**src/rtl/mem_arb_pkg.sv**
```systemverilog
// mem_arb_pkg: FSM encoding, width defaults and timeout read-data for mem_arbiter
package mem_arb_pkg;
    localparam logic [1:0] IDLE = 2'd0;
    localparam logic [1:0] BUSY = 2'd1;
    localparam logic [1:0] DONE = 2'd2;
    localparam int DEF_ADDR_W = 16;
    localparam int DEF_DATA_W = 16;
    localparam logic [15:0] TIMEOUT_RDATA = 16'hFFFF;
endpackage

```
**src/rtl/mem_arbiter_pick.sv**
```systemverilog
// arb_pick: two-way grant selection, fixed priority (mode=0) or round-robin (mode=1)
module arb_pick (
    input  logic m0_req,
    input  logic m1_req,
    input  logic last_grant,
    input  logic mode,
    output logic grant_valid,
    output logic grant_id
);
    assign grant_valid = m0_req | m1_req;
    assign grant_id = (m0_req & m1_req) ? (mode & ~last_grant) : m1_req;
endmodule

```
**src/rtl/mem_arbiter.sv**
```systemverilog
// mem_arbiter: two-master memory port arbiter; define ARB_TIMEOUT_EN to abort stalled BUSY with error
module mem_arbiter
    import mem_arb_pkg::*;
#(
    parameter int ADDR_W = DEF_ADDR_W,
    parameter int DATA_W = DEF_DATA_W,
    parameter int RR_EN_MODE = 1,
    parameter int TIMEOUT = 255
) (
    input  logic              clk,
    input  logic              rst,
    input  logic              m0_req,
    input  logic              m0_w,
    input  logic [ADDR_W-1:0] m0_addr,
    input  logic [DATA_W-1:0] m0_wdata,
    output logic              m0_ready,
    output logic [DATA_W-1:0] m0_rdata,
    input  logic              m1_req,
    input  logic              m1_w,
    input  logic [ADDR_W-1:0] m1_addr,
    input  logic [DATA_W-1:0] m1_wdata,
    output logic              m1_ready,
    output logic [DATA_W-1:0] m1_rdata,
    output logic              mem_valid,
    output logic              mem_w,
    output logic [ADDR_W-1:0] mem_addr,
    output logic [DATA_W-1:0] mem_wdata,
    input  logic              mem_ready,
    input  logic [DATA_W-1:0] mem_rdata,
    output logic              owner,
    output logic              error
);
    logic [1:0] state;
    logic last_grant, grant_valid, grant_id, expire, fin;
    logic [DATA_W-1:0] fin_data;

    arb_pick u_pick (
        .m0_req(m0_req),
        .m1_req(m1_req),
        .last_grant(last_grant),
        .mode(RR_EN_MODE != 0),
        .grant_valid(grant_valid),
        .grant_id(grant_id)
    );

`ifdef ARB_TIMEOUT_EN
    logic [7:0] cnt;
    assign expire = state == BUSY && !mem_ready && cnt == 8'(TIMEOUT - 1);
    always_ff @(posedge clk) begin
        if (rst) begin
            cnt <= '0;
            error <= 1'b0;
        end else begin
            cnt <= state == BUSY ? cnt + {7'd0, !mem_ready} : 8'd0;
            error <= error | expire;
        end
    end
`else
    assign expire = 1'b0;
    assign error = TIMEOUT < 0;
`endif

    assign fin = state == BUSY && (mem_ready || expire);
    assign fin_data = mem_ready ? mem_rdata : DATA_W'(TIMEOUT_RDATA);

    always_ff @(posedge clk) begin
        if (rst) begin
            state <= IDLE;
            mem_valid <= 1'b0;
            mem_w <= 1'b0;
            mem_addr <= '0;
            mem_wdata <= '0;
            m0_ready <= 1'b0;
            m1_ready <= 1'b0;
            m0_rdata <= '0;
            m1_rdata <= '0;
            owner <= 1'b0;
            last_grant <= 1'b1;
        end else begin
            m0_ready <= 1'b0;
            m1_ready <= 1'b0;
            case (state)
                IDLE: if (grant_valid) begin
                    state <= BUSY;
                    mem_valid <= 1'b1;
                    owner <= grant_id;
                    last_grant <= grant_id;
                    mem_w <= grant_id ? m1_w : m0_w;
                    mem_addr <= grant_id ? m1_addr : m0_addr;
                    mem_wdata <= grant_id ? m1_wdata : m0_wdata;
                end
                BUSY: if (fin) begin
                    state <= DONE;
                    mem_valid <= 1'b0;
                    m0_ready <= !owner;
                    m1_ready <= owner;
                    if (expire || !mem_w) begin
                        m0_rdata <= owner ? m0_rdata : fin_data;
                        m1_rdata <= owner ? fin_data : m1_rdata;
                    end
                end
                default: state <= IDLE;
            endcase
        end
    end
endmodule

```
**config.mk**
```make
export PLATFORM = sky130hd
export DESIGN_NAME = mem_arbiter
export DESIGN_NICKNAME = d
export VERILOG_FILES = /design/src/rtl/mem_arb_pkg.sv /design/src/rtl/mem_arbiter_pick.sv /design/src/rtl/mem_arbiter.sv
export SDC_FILE = /design/constraint.sdc
export NUM_CORES = 1
export LEC_CHECK = 0
export CAP_MARGIN = 20
export CORE_MARGIN = 3
export CORE_UTILIZATION = 37
export CTS_CLUSTER_DIAMETER = 100
export DETAILED_ROUTE_END_ITERATION = 8
export PLACE_DENSITY = 0.76
export SYNTH_ARGS = -nofsm -noshare
export SYNTH_HDL_FRONTEND = slang
export SYNTH_SLANG_ARGS = --single-unit
```
**constraint.sdc**
```tcl
create_clock -name clk -period 1.3 [get_ports clk]
set_clock_uncertainty 0.05 [all_clocks]
set_input_delay 0.26 -clock clk [delete_from_list [all_inputs] [get_ports clk]]
set_output_delay 0.26 -clock clk [all_outputs]
set_load 0.05 [all_outputs]
```
======== Yosys cells after proc, flatten, opt, wreduce, memory -nomap -nowiden ========
Cells that the tools add are included.
storage, ports and cells
  memory bits (read-only) ................. 0
  register bits after elaboration ......... 72
  input bits .............................. 87
  bits in writable memories ............... 0
  bits in latches ......................... 0
  memories kept ........................... 0
  word-level logic and storage cells ...... 42
  output and inout port bits .............. 70
operators by class
  multiply operators ...................... 0
  muxes and demuxes ....................... 11
  reductions and logical operators ........ 10
  bitwise gates (word level) .............. 7
  div/mod/pow operators ................... 0
  order comparisons ....................... 0
  shift-type cells ........................ 0
  add/subtract/negate cells ............... 0
  eq/ne operators ......................... 3
operator list
  operator                                       count
  2-to-1 mux 16 bit                              3
  AND reduction 4 bit                            2
  NOT 1 bit                                      5
  2-to-1 mux 1 bit                               4
  2-to-1 mux 2 bit                               2
  != test 2 bit, second input constant           2
  case mux 2 bit (2 select lines)                1
  AND reduction 2 bit                            2
  AND reduction 3 bit                            1
  OR reduction 3 bit                             1
  == test 2 x 1 -> 1 bit, second input constant  1
  zero test 2 bit                                1
  case mux 1 bit (2 select lines)                1
  nonzero test 2 bit                             1
  bitwise AND 1 bit                              1
  logical AND 1 bit                              1
  zero test 1 bit                                1
  OR 1 bit                                       1

======== Logic depth before layout (Yosys ltp) ========
Gate-level depths: netlist of the first run.
  word-level depth ........................ 4
  depth in mapped cells ................... 6
  mapped depth without buffers ............ 3

======== Modules after synthesis ========
From an unflattened synthesis of the first run, not the netlist that was laid out.
unflattened totals
  cell total of the unflattened synthesis .. 301
  area, all modules ....................... 2937.8 um2
by module, submodules not included
  module       instances  seq. area each (um2)  cells an instance  area an instance (um2)
  mem_arbiter  1          1441.4                298                2917.8
  arb_pick     1          0.0                   3                  20.0

======== Least setup slack after synthesis of the first run ========
Ideal clock, no wire load.
  path type ............................... flip-flop to flip-flop
  from .................................... register owner
  to ...................................... register m0_rdata[0]
  path slack .............................. -0.458 ns
  required time ........................... 1.170 ns
  arrival ................................. 1.628 ns
  stages on the path, launching flop included .. 7
  period minus slack after synthesis ...... 1.758 ns
  buffers on the path ..................... 3
  setup time .............................. 0.080 ns
  cell sequence ........................... dfxtp_1 > buf_4 > clkinv_1 > and2_4 > buf_6 > buf_6 > a211oi_2
on the way
  cells in the longest elaborated chain, start to end .. 2
RTL lines
  what                           RTL line           RTL
  start, declared                mem_arbiter.sv:30  output logic owner,
  start signal, assigned         mem_arbiter.sv:86  owner <= grant_id;
  NOT 1 bit (no line)            -
  AND reduction 4 bit (no line)  -
  end signal, assigned           mem_arbiter.sv:98  m0_rdata <= owner ? m0_rdata : fin_data;
  end, declared                  mem_arbiter.sv:17  output logic [DATA_W-1:0] m0_rdata,
Every way passes these cells.
A chain may end at the register's enable or synchronous reset.

======== Worst setup path in the final report of the first run ========
  from .................................... register mem_w
  to ...................................... register m0_rdata[12]
on the way
  cells in the longest elaborated chain, start to end .. 2
RTL lines
  what                           RTL line           RTL
  start, declared                mem_arbiter.sv:25  output logic mem_w,
  start signal, assigned         mem_arbiter.sv:88  mem_w <= grant_id ? m1_w : m0_w;
  NOT 1 bit (no line)            -
  AND reduction 4 bit (no line)  -
Every way passes these cells.

==> results.py, run 1 <==
metrics = {
    "global_route": {
        "grtUsageTotal_pct": 20.4,
        "grt.overflow.total": 0,
        "grt_max_degree": 38,
        "grt_pass1_vias": 3290,
        "antenna_found_initial": 1,
        "grt_pass1_wl_mm": 16.6,
    },
    "place": {
        "place_congestion": 0.793,
        "dp_hpwl_mm": 7.82,
        "dpl.cell_count": 598,
        "place_area_mm2": 0.00578,
        "port_buffers": 155,
    },
    "clocking": {
        "clock_insertion_delay_worst_skew_ps": 340,
        "clockBufferDepth": 2,
        "clk_pin_slew_ps": 80,
        "cts_root_buf": "clkbuf_8",
        "cts_hold_buf": 0,
        "cts_sinks": 72,
        "cts_tree": "built",
        "cts_buffers": 9,
        "htreeDepth": 3,
    },
    "floorplanning": {
        "die_w_um": 101,
        "ios": 157,
        "fp.coreArea_mm2": 0.00876,
        "rows": 34,
        "chipHeight_um": 101,
        "initial_core_util_pct": 38.2,
        "die_area_mm2": 0.0102,
    },
    "logic_synthesis": {
        "ys.flop_type": "dfxtp_1",
        "ys_types": 26,
        "synthMostInstantiatedCell": "dfxtp_1",
        "syn_area_per_cell_um2": 9.59,
        "async_reset_ff_share_pct": 0,
        "yosys-top-cells-count": "dfxtp_1 (72), nand2_1 (70), a21oi_1 (68)",
        "synth_nets": 436,
        "synth_top_area_share_pct": 43.1,
        "ys_ff_latch": 72,
        "ys_warn_count": 0,
        "syn-cell-area_mm2": 0.00335,
        "syn_inst": 349,
        "synth_edf_count": 0,
        "synth-seq-area-share_pct": 43.1,
        "synth_area_leader_cell": "dfxtp_1",
        "synthTopCellsByArea": "dfxtp_1 (43%), a311oi_2 (13%), a21oi_1 (10%), nand2_1 (7.9%), a211oi_2 (7.5%)",
    },
    "setup_path": {
        "required_ps": 1490,
        "cpPeakStageDelay_ps": 460,
        "crit_fanout": 6,
        "crit_chain": "and4bb_4 -> buf_6 -> a21oi_1 -> a211oi_1",
        "arrival_ps": 1620,
        "r2r_setup_slack_ps": -130,
        "cpMaxStageDelayCell": "and4bb_4",
        "critPathKind": "reg -> reg",
        "r2r_start": "mem_w$_SDFFE_PP0P_",
        "cp-end-kind": "flip-flop",
        "crit_path_start": "mem_w$_SDFFE_PP0P_",
        "start_kind": "flip-flop",
    },
    "pwr": {
        "comb_power_share_pct": 37.7,
        "power_switching_share_pct": 33.6,
        "vdd_ir_drop_max_v": 0.000716,
        "p_seq_share_pct": 35.3,
        "p_leak_nw": 2.40,
        "power.internal_w": 0.00490,
        "switchingPower_w": 0.00248,
        "power.density_mw_per_mm2": 1140,
        "clock_power_share_pct": 27.0,
    },
    "timing": {
        "final-setup-viol-count": 56,
        "fmax_mhz": 701,
        "post-route-min-period_ps": 1430,
        "hold_viol_final": 0,
        "rsz0062_at_grt": "yes",
        "slew_violations": 0,
        "setup_ws_ps": -128,
        "final.period_utilization_pct": 110,
    },
    "finish": {
        "seqCellArea_mm2": 0.00146,
        "syn2layout_area_growth_pct": 92.5,
        "design_area_mm2": 0.00644,
        "n_fill_cell": 592,
        "fin_nets": 605,
        "multi_input_area_mm2": 0.00184,
        "finalNonFillerCells": 632,
        "drive_above_1_share_pct": 41.9,
    },
    "drt": {
        "dr.pass1.iters": 4,
        "drc_errors": 0,
        "wl_mm": 11.5,
        "antenna_left": 0,
        "drt-initial-drc-count": 93,
        "wl_per_cell_um": 18.2,
        "vias": 3401,
        "drt-vias-per-instance": 5.38,
    },
    "status": {
        "status": "complete, but fails checks",
        "violations": "setup timing",
    },
    "run": {
        "max_cap_violations": 0,
    },
    "hold_path": {
        "hold_class": "in -> reg",
        "hold_path.startpoint": "rst",
    },
}
==> state kept, by name, summed over array words and instances, names as in the netlist <==
register,count
m1_rdata,16
mem_addr,16
state,2
mem_valid,1
mem_wdata,16
m0_rdata,16
mem_w,1
m0_ready,1
m1_ready,1
owner,1
last_grant,1
==> logic make-up (layout without fill, tap and decap cells) <==
group	after synthesis	after routing	synth area share [%]
other	1	2	0.112
buffers and inverters	41	212	7.70
and+or+nand+nor	98	101	13.4
AOI/OAI and AO/OA	137	137	35.7
DFF	72	72	43.1
==> worst max-delay path, delay by kind of cell, from the launching register on <==
| family | cells | cell delay (ps) |
|---|---|---|
| compound gates | 2 | 310 |
| buf+inv | 1 | 160 |
| flops | 1 | 350 |
| simple gates | 1 | 460 |
==> cell type report <==
type,instances,share of cell area (%)
inverters,1,0.0777
flip-flops and latches,72,22.6
repair buffers,195,43.3
multi-input cells,239,28.5
well taps,108,2.10
diodes,1,0.0388
clock inverters,6,1.42
clock buffers,10,1.98
==> metrics by stage <==
stage	hold WS, ps	setup TNS, ps	setup slack [ps]	util [%]	power [W]
after floorplan	363	-3780	-132	-	0.00389
after global placement	443	-26780	-427	65.9	0.00514
after detailed placement	444	-29120	-467	65.9	0.00518
after CTS	169	-739	-51.8	69.1	0.00718
after global routing	176	-3940	-138	73.5	0.00766
final	179	-1200	-128	73.5	0.00738
==> cell usage in the layout, fill, tap and decap left out, drive strengths merged, types with 2 or more instances in the layout <==
cell / synthesis / routed
and2: 3 / 5
a211oi: 32 / 32
dfxtp: 72 / 72
bufinv: 0 / 2
clkinv: 1 / 2
a21oi: 68 / 68
dlygate4sd2: 0 / 2
and4bb: 1 / 2
clkbuf: 18 / 14
a311oi: 33 / 33
buf: 22 / 106
inv: 0 / 2
nor3: 2 / 2
nand2: 70 / 70
nor2: 2 / 2
clkdlybuf4s50: 0 / 82
nor2b: 17 / 17
==> worst paths after layout <==
kind                                     to  cells after the start
setup / recovery  m0_rdata[12]$_SDFFE_PP0P_                      4
hold / removal           owner$_SDFFE_PP0P_                      2
setup reg to reg  m0_rdata[12]$_SDFFE_PP0P_                      4
hold reg to reg      mem_valid$_SDFFE_PP0P_                      2
==> layer usage <==
metal | vias up | share of wire [%] | GRT usage (%)
met5 | - | 0 | 0
met4 | 0 | 1.4 | 5.21
met3 | 15 | 10 | 8.24
met2 | 168 | 49 | 33.9
met1 | 1608 | 39 | 24.6
li1 | 1610 | - | -
==> repair_timing <==
item | CTS | global route
buffers inserted | 1 | 7
pin swaps | 4 | 37
resized for setup | 16 | 44
cloned | 2 | 7
endpoints found under the setup margin | 66 | 67
==> power groups by stage <==
stage / sequential (W) / combinational (W) / clock, W
after global routing: 0.00262 / 0.00291 / 0.00213
final: 0.00260 / 0.00278 / 0.00199
after detailed placement: 0.00264 / 0.00254 / 0
after global placement: 0.00264 / 0.00250 / 0
after floorplan: 0.00313 / 0.000756 / 0
after CTS: 0.00259 / 0.00258 / 0.00201
No activity file was read; power rests on OpenSTA's default activity.
==> run 2: changes to the inputs <==
--- a/config.mk
+++ b/config.mk
@@ -11,6 +11,7 @@
 export CTS_CLUSTER_DIAMETER = 100
 export DETAILED_ROUTE_END_ITERATION = 8
 export PLACE_DENSITY = 0.76
+export REMOVE_ABC_BUFFERS = 1
 export SYNTH_ARGS = -nofsm -noshare
 export SYNTH_HDL_FRONTEND = slang
 export SYNTH_SLANG_ARGS = --single-unit
==> run 2 against run 1 <==
  * The run still ends with setup timing left
  * First-iteration DRC count rose by 8.6%
  * Critical path depth fell by 1
  * Clock power fell by 3%
  * Clock-buffer cell count rose by 1
  * Largest power group unchanged
  * Register-to-register slack improved by 70 ps
  * Utilization fell by 2.5 points
  * Final cell count fell by 0.95%
==> results.py, run 2 (same netlist as run 1, synthesis figures left out) <==
metrics = {
    "place": {
        "place_congestion": 0.799,
        "dp_hpwl_mm": 7.77,
        "dp_slack_ps": -506,
        "port_buffers": 155,
    },
    "clocking": {
        "cts_root_buf": "clkbuf_8",
        "cts_tree": "built",
        "clock_insertion_delay_worst_skew_ps": 330,
        "cts_buffers": 9,
        "clockBufferDepth": 2,
        "cts_sinks": 72,
        "clk_pin_slew_ps": 80,
        "htreeDepth": 3,
    },
    "drt": {
        "top_layer_used": "met4",
        "wl_per_cell_um": 18.3,
        "wl_mm": 11.4,
        "drt-vias-per-instance": 5.37,
        "antenna_left": 0,
        "wl_met1_mm": 4.86,
        "dr.pass1.iters": 4,
        "drt-initial-drc-count": 101,
        "vias": 3361,
        "met3WireLength_um": 916,
        "drc_errors": 0,
        "wl_met2_mm": 5.61,
    },
    "finish": {
        "fin_nets": 600,
        "antenna_cells": 0,
        "multi_input_area_mm2": 0.00171,
        "final_cell_mix": "clkdlybuf4s50_1 (82), buf_12 (78), nand2_1 (70)",
        "syn2layout_area_growth_pct": 86.0,
        "layout_commonest_cell": "clkdlybuf4s50_1",
        "n_fill_cell": 628,
        "drive_above_1_share_pct": 36.5,
        "seqCellArea_mm2": 0.00145,
    },
    "global_route": {
        "grt.overflow.total": 0,
        "grt_max_degree": 33,
        "grt_pass1_wl_mm": 16.7,
        "grt_pass1_vias": 3329,
        "grtUsageTotal_pct": 20.6,
        "antenna_found_initial": 0,
    },
    "pwr": {
        "p_total_w": 0.00720,
        "vdd_ir_drop_max_v": 0.000600,
        "power.density_mw_per_mm2": 1160,
        "p_leak_nw": 2.31,
    },
    "setup_path": {
        "cpMaxStageDelayCell": "and4bb_4",
        "crit_fanout": 8,
        "arrival_ps": 1520,
        "crit_family": "simple AND/OR/NAND/NOR gates",
        "crit_chain": "and4bb_4 -> and2_2 -> a211oi_2",
        "cp-end-kind": "flip-flop",
        "start_kind": "flip-flop",
        "critPathKind": "reg -> reg",
        "required_ps": 1460,
        "cpPeakStageDelay_ps": 390,
        "cp_num_buf_inv": 0,
    },
    "floorplanning": {
        "fp.coreArea_mm2": 0.00876,
        "initial_core_util_pct": 38.2,
        "die_w_um": 101,
        "ios": 157,
        "chipHeight_um": 101,
        "die_area_mm2": 0.0102,
        "rows": 34,
    },
    "timing": {
        "post-route-min-period_ps": 1360,
        "hold_viol_final": 0,
        "final.period_utilization_pct": 105,
        "fmax_mhz": 736,
        "rsz0062_at_grt": "yes",
        "slew_violations": 0,
        "final-setup-viol-count": 38,
        "setup_ws_ps": -59.3,
        "whs_ps": 266,
    },
    "hold_path": {
        "hold_class": "in -> reg",
    },
    "run": {
        "max_cap_violations": 0,
    },
    "status": {
        "status": "complete, but fails checks",
        "violations": "setup timing",
    },
}
## run 2: final timing paths
kind                                                  end  cells past startpoint                  start  slack, ps
worst max register to register  m0_rdata[14]$_SDFFE_PP0P_                      3  state[1]$_SDFFE_PP0P_        -60
worst min register to register        m0_ready$_SDFF_PP0_                      1     owner$_SDFFE_PP0P_        440
worst max-delay path            m0_rdata[14]$_SDFFE_PP0P_                      3  state[1]$_SDFFE_PP0P_        -60
worst min-delay path                state[0]$_SDFFE_PP0P_                      2                    rst        270
## run 2: timing repair
action / in CTS / in global routing
cloned: 1 / 6
setup buffers: 2 / 5
hold buffers: 0 / 0
resized for setup: 21 / 11
endpoints found under the setup margin: 66 / 45
pin swaps: 6 / 5
## run 2: final cells by class
cell class	instances	share of cell area, %
flip-flops and latches	72	23.3
multi-input cells	238	27.5
inverters	1	0.0603
repair buffers	191	43.5
clock buffers	11	2.11
clock inverters	5	1.31
well taps	108	2.17
## run 2: per-stage QoR
| step | TNS (ps) | area, um2 | utilization (%) | cells |
|---|---|---|---|---|
| after floorplan | -67000 | 3090 | - | 309 |
| after global placement | -26100 | 5750 | 65.6 | 597 |
| after detailed placement | -28920 | 5750 | 65.6 | 597 |
| after CTS | -339 | 6060 | 69.1 | 616 |
| after global routing | -3320 | 6230 | 71.0 | 626 |
| final | -1040 | 6230 | 71.0 | 626 |
## run 2: routing by layer
layer  up-vias  track usage, %
met3         4            6.30
met4         0            4.70
met2       138            35.3
met5         -               0
met1      1625            25.2
li1       1594               -
## run 2: power breakdown
group | switching [W] | leakage, nW | internal (W)
registers | 0.000203 | 0.593 | 0.00239
logic | 0.00133 | 1.61 | 0.00135
clock network | 0.000842 | 0.104 | 0.00108
